[src/rtl/uriscv_irq_ctrl.sv]
// rtl/uriscv_irq_ctrl.sv - platform interrupt controller feeding the core MEIP input
// Synchronises sources, latches pending, fixed-priority select, claim/complete register port.
module uriscv_irq_ctrl #(
  parameter int                 NUM_SRC   = 8,
  parameter logic [NUM_SRC-1:0] EDGE_MASK = '0
) (
  input  logic               clk,
  input  logic               rst_n,
  input  logic [NUM_SRC-1:0] irq_src_i,
  input  logic               req_i,
  input  logic               we_i,
  input  logic [3:0]         addr_i,
  input  logic [31:0]        wdata_i,
  output logic [31:0]        rdata_o,
  output logic               ack_o,
  output logic               intr_o,
  output logic [31:0]        isr_vector_o
);

  localparam logic [3:0] A_ENABLE  = 4'h0;
  localparam logic [3:0] A_PENDING = 4'h4;
  localparam logic [3:0] A_CLAIM   = 4'h8;
  localparam logic [3:0] A_VBASE   = 4'hC;

  typedef enum logic [1:0] {S_IDLE, S_REQ, S_BUSY} state_t;

  state_t             state_q;
  logic [NUM_SRC-1:0] sync1_q, sync2_q, sync3_q;
  logic [NUM_SRC-1:0] edge_pend_q, enable_q, in_service_q, best_oh_q;
  logic [4:0]         best_id_q, claimed_id_q;
  logic [31:0]        vbase_q, rdata_q, isr_vector_q;
  logic               ack_q, intr_q;

  logic [NUM_SRC-1:0] pending, cand, best_oh_d, pend_w1c, claim_clr, edge_rise;
  logic [4:0]         best_id_d;
  logic [31:0]        rd_val;
  logic               rd_acc, wr_acc, cand_best, claim_go, complete;

  // Level bits are live synced lines, masked while their ID is in service.
  assign pending   = (edge_pend_q & EDGE_MASK) | (sync2_q & ~EDGE_MASK & ~in_service_q);
  assign cand      = pending & enable_q & ~in_service_q;
  assign cand_best = |(cand & best_oh_q);
  assign edge_rise = sync2_q & ~sync3_q;

  assign rd_acc   = req_i & ~we_i;
  assign wr_acc   = req_i & we_i;
  assign claim_go = rd_acc && (addr_i == A_CLAIM) && (state_q == S_REQ) && cand_best;
  assign complete = wr_acc && (addr_i == A_CLAIM) && (state_q == S_BUSY) &&
                    (wdata_i[4:0] == claimed_id_q);
  assign pend_w1c  = (wr_acc && addr_i == A_PENDING) ? wdata_i[NUM_SRC-1:0] : '0;
  assign claim_clr = claim_go ? best_oh_q : '0;

  // Scan high to low so the lowest index is the last assignment and wins.
  always_comb begin
    best_id_d = '0;
    best_oh_d = '0;
    for (int i = NUM_SRC - 1; i >= 0; i--) begin
      if (cand[i]) begin
        best_id_d = 5'(i + 1);
        best_oh_d = {{(NUM_SRC-1){1'b0}}, 1'b1} << i;
      end
    end
  end

  always_comb begin
    rd_val = '0;
    case (addr_i)
      A_ENABLE:  rd_val = 32'(enable_q);
      A_PENDING: rd_val = 32'(pending);
      A_CLAIM:   rd_val = claim_go ? 32'(best_id_q) : 32'h0;
      A_VBASE:   rd_val = vbase_q;
      default:   rd_val = '0;
    endcase
  end

  always_ff @(posedge clk or negedge rst_n) begin
    if (!rst_n) begin
      sync1_q     <= '0;
      sync2_q     <= '0;
      sync3_q     <= '0;
      edge_pend_q <= '0;
      best_id_q   <= '0;
      best_oh_q   <= '0;
    end else begin
      sync1_q     <= irq_src_i;
      sync2_q     <= sync1_q;
      sync3_q     <= sync2_q;
      // A fresh rise beats a same-cycle claim or W1C clear.
      edge_pend_q <= ((edge_pend_q & ~pend_w1c & ~claim_clr) | edge_rise) & EDGE_MASK;
      best_id_q   <= best_id_d;
      best_oh_q   <= best_oh_d;
    end
  end

  always_ff @(posedge clk or negedge rst_n) begin
    if (!rst_n) begin
      enable_q <= '0;
      vbase_q  <= '0;
      rdata_q  <= '0;
      ack_q    <= 1'b0;
    end else begin
      ack_q   <= req_i;
      rdata_q <= rd_acc ? rd_val : 32'h0;
      if (wr_acc && addr_i == A_ENABLE) enable_q <= wdata_i[NUM_SRC-1:0];
      if (wr_acc && addr_i == A_VBASE)  vbase_q  <= {wdata_i[31:2], 2'b00};
    end
  end

  always_ff @(posedge clk or negedge rst_n) begin
    if (!rst_n) begin
      state_q      <= S_IDLE;
      intr_q       <= 1'b0;
      in_service_q <= '0;
      claimed_id_q <= '0;
      isr_vector_q <= '0;
    end else begin
      if (state_q != S_BUSY)
        isr_vector_q <= vbase_q + {25'b0, best_id_q, 2'b00};
      case (state_q)
        S_IDLE: begin
          if (best_id_q != 5'd0 && cand_best) begin
            state_q <= S_REQ;
            intr_q  <= 1'b1;
          end
        end
        S_REQ: begin
          if (claim_go) begin
            state_q      <= S_BUSY;
            intr_q       <= 1'b0;
            in_service_q <= best_oh_q;
            claimed_id_q <= best_id_q;
          end else if (cand == '0) begin
            state_q <= S_IDLE;
            intr_q  <= 1'b0;
          end
        end
        S_BUSY: begin
          if (complete) begin
            state_q      <= S_IDLE;
            in_service_q <= '0;
            claimed_id_q <= '0;
          end
        end
        default: begin
          state_q <= S_IDLE;
          intr_q  <= 1'b0;
        end
      endcase
    end
  end

  assign rdata_o      = rdata_q;
  assign ack_o        = ack_q;
  assign intr_o       = intr_q;
  assign isr_vector_o = isr_vector_q;

endmodule
[config.mk]
export PLATFORM = sky130hd
export DESIGN_NAME = uriscv_irq_ctrl
export DESIGN_NICKNAME = d
export VERILOG_FILES = /design/src/rtl/uriscv_irq_ctrl.sv
export SDC_FILE = /design/constraint.sdc
export NUM_CORES = 1
export LEC_CHECK = 0
export ABC_AREA = 1
export BUFFER_PORTS_ARGS = -buffer_cell sky130_fd_sc_hd__buf_2
export CAP_MARGIN = 10
export CORE_MARGIN = 2
export CORE_UTILIZATION = 50
export DETAILED_ROUTE_END_ITERATION = 8
export PLACE_DENSITY = 0.72
export SYNTH_ARGS = -nofsm -noshare
export SYNTH_HDL_FRONTEND = slang
export SYNTH_SLANG_ARGS = --single-unit
[constraint.sdc]
create_clock -name clk -period 5.2 [get_ports clk]
set_input_delay 0.26 -clock clk [delete_from_list [all_inputs] [get_ports clk]]
set_output_delay 0.26 -clock clk [all_outputs]
set_load 0.01 [all_outputs]
==> results.yml <==
critical_path:
  crit_path_start_kind: "flip-flop"
  worstSetupPathType: "flip-flop to flip-flop"
  worstPathCellList: "ha_1 > inv_1 > fa_1 > inv_1 > nand2_1 > a21oi_4 > nand2_1 > nor2_2 > nand3_1 > nand2_1 > nand3_1 > nand2_1"
  required_ns: 5.56
  cpPeakStageDelay_ns: 0.38
  timing.critical_path.mode_cell: "nand2_1"
  worstPathMaxFanout: 7
  cp_slowest_cell: "dfrtp_1"
  cp-end-kind: "flip-flop"
  arrival_ns: 2.64
die:
  fp.dieArea_um2: 13700
  die_h_um: 117
  core_area_um2: 12600
  rows: 41
  initial_core_util: 0.509
  io_pins: 114
  die_x_um: 117
drt:
  antenna_left: 0
  routed_wl_um: 17500
  wl_per_cell_um: 16.8
  drc_errors: 0
  drt_pre_antenna_iters: 5
  viasPerCell: 5.35
  first_iter_violations: 582
  vias: 5574
global_route:
  grt_use_total: 0.268
  antenna_found_initial: 0
  grt_pass1_wl_um: 27300
  overflow: 0
  grt_max_degree: 90
  grt_pass1_vias: 5386
placed_design:
  gp_congestion: 0.940
  dp_hpwl_um: 12600
  port_buffers: 111
finish:
  insertedDiodeCount: 0
  post-route-util: 0.615
  drive_gt1_frac: 0.209
  layout_commonest_cell: "nand2_1"
  fin_nets: 910
  multiInputGateArea_um2: 2400
  areaGrowthSynthToFinish_pct: 21.0
  fillers: 1101
  final_cell_mix: "198 x nand2_1, 142 x dfrtp_1, 110 x buf_2, 77 x inv_1, 64 x nor2_1"
  seq_area_um2: 3550
sta:
  finalHoldViolCount: 0
  fin_tns_setup_ns: 0
  finalClockSkew_ns: 0.00605
  slew_headroom: 0.255
  worst_pin_slew_ns: 1.12
  finalSetupViolations: 0
  rsz0062_at_grt: "no"
  maxSlewViolCount: 0
  min_period_ns: 2.29
  max_freq_mhz: 437
  period_share: 0.440
clocking:
  htree_levels: 4
  cts.repair.resized: 0
  cts_root_buf: "clkbuf_16"
  clk_pin_slew_worst_paths_ns: 0.06
  holdBufCountCts: 10
  cts_tree: "built"
  clockBufferDepth: 2
  cts_sinks: 142
  insertion_delay_ns: 0.42
  cts_buffers: 17
  cts_setup_buffers: 0
job:
  cap_violations: 0
logic_synthesis:
  synth_top_flop_cell: "dfrtp_1"
  syn-cell-area_um2: 6390
  ys_seq_area_frac: 0.556
  syn_area_per_cell_um2: 8.66
  async_reset_ff_frac: 1.00
  synth_warnings: 0
  syn_inst: 738
  synth_top_area_cell: "dfrtp_1"
  synth_area_leaders: "dfrtp_1 56%, nand2_1 12%, nand3_1 4.9%"
  synth-edff-count: 0
  ys_types: 33
  synth_seq_cells: 142
  synth_top_area_frac: 0.556
outcome:
  status: "completed"
power:
  pwr_density_cell_nw_per_um2: 416
  leakage_nw: 4.16
  vdd_drop_max_mv: 0.210
hold_path:
  hold_class: "input pin to flip-flop"
path summary, 6_finish.rpt:
path | startpoint | end | slack, ns | cells past startpoint
worst max-delay path | best_id_q[0] | isr_vector_o[20] | 2.91 | 12
worst min-delay path | wdata_i[18] | vbase_q[18] | 0.08 | 3
worst max register to register | best_id_q[0] | isr_vector_o[20] | 2.91 | 12
worst min register to register | sync1_q[0] | sync2_q[0] | 0.34 | 0
max in group asynchronous | rst_n | rdata_o[30] | 3.58 | 3
min in group asynchronous | rst_n | isr_vector_o[31] | 0.45 | 2
cell families (layout without fill, tap and decap cells):
family / Yosys count / in the layout / share of synthesized area
other: 1 / 2 / 0.000587
adder cells (fa/ha/maj): 5 / 5 / 0.0110
AND/OR/NAND/NOR: 394 / 394 / 0.268
multiplexers: 3 / 3 / 0.00528
buffers and inverters: 106 / 236 / 0.0699
AO/OA/AOI/OAI: 77 / 77 / 0.0763
XOR/XNOR: 10 / 10 / 0.0137
flip-flops: 142 / 142 / 0.556
synthesized netlist by cell type, types with 5 or more instances:
master / number
nor3_1: 39
o21ai_0: 28
dfrtp_1: 142
a21oi_2: 20
xnor2_1: 6
nand2_1: 198
nand3_1: 62
inv_1: 77
a31oi_1: 11
clkbuf_1: 14
buf_6: 5
inv_2: 5
nor2_1: 65
a21oi_1: 12
nand4_1: 17
area by class of cell:
| type | count | share of cell area |
|---|---|---|
| repair buffers | 123 | 0.0875 |
| clock inverters | 5 | 0.00679 |
| well taps | 172 | 0.0278 |
| inverters | 82 | 0.0398 |
| multi-input cells | 491 | 0.310 |
| clock buffers | 26 | 0.0684 |
| flip-flops and latches | 142 | 0.459 |
power breakdown:
| group | total (W) | switching, W | leakage [nW] | internal (W) |
|---|---|---|---|---|
| registers | 0.00141 | 0.000140 | 1.79 | 0.00127 |
| logic | 0.000613 | 0.000386 | 2.08 | 0.000227 |
| clock network | 0.00119 | 0.000450 | 0.288 | 0.000742 |
per-stage QoR:
stage                     hold WS, ns  setup WS, ns  total power [W]  cells  area (um2)
after CTS                      0.0716          2.93          0.00322   1041        7730
after global routing           0.0820          2.71          0.00337   1041        7730
after floorplan               -0.0356          3.28          0.00176    739        6400
after global placement          0.333          3.07          0.00202   1000        7050
after detailed placement        0.337          2.94          0.00203   1000        7050
final                          0.0787          2.91          0.00322   1041        7730
metal layers:
metal | GRT usage | routed length [um]
met1 | 0.341 | 7440
met2 | 0.441 | 8530
met3 | 0.0582 | 984
met4 | 0.125 | 497
met5 | 0 | 0
state kept, by name, indices dropped and copies added (netlist names):
register      flops
best_oh_q         7
in_service_q      7
claimed_id_q      4
ack_o             1
state_q           2
enable_q          8
best_id_q         4
intr_o            1
rdata_o          32
sync1_q           8
isr_vector_o     30
vbase_q          30
sync2_q           8
critical path: cells and delay by family (launching register included):
family | cells | cell delay (ns)
adder cells (fa/ha/maj) | 2 | 0.58
AO/OA/AOI/OAI | 1 | 0.25
buffers and inverters | 2 | 0.15
AND/OR/NAND/NOR | 7 | 0.86
flip-flops | 1 | 0.38
(Power assumes the default switching activity.)
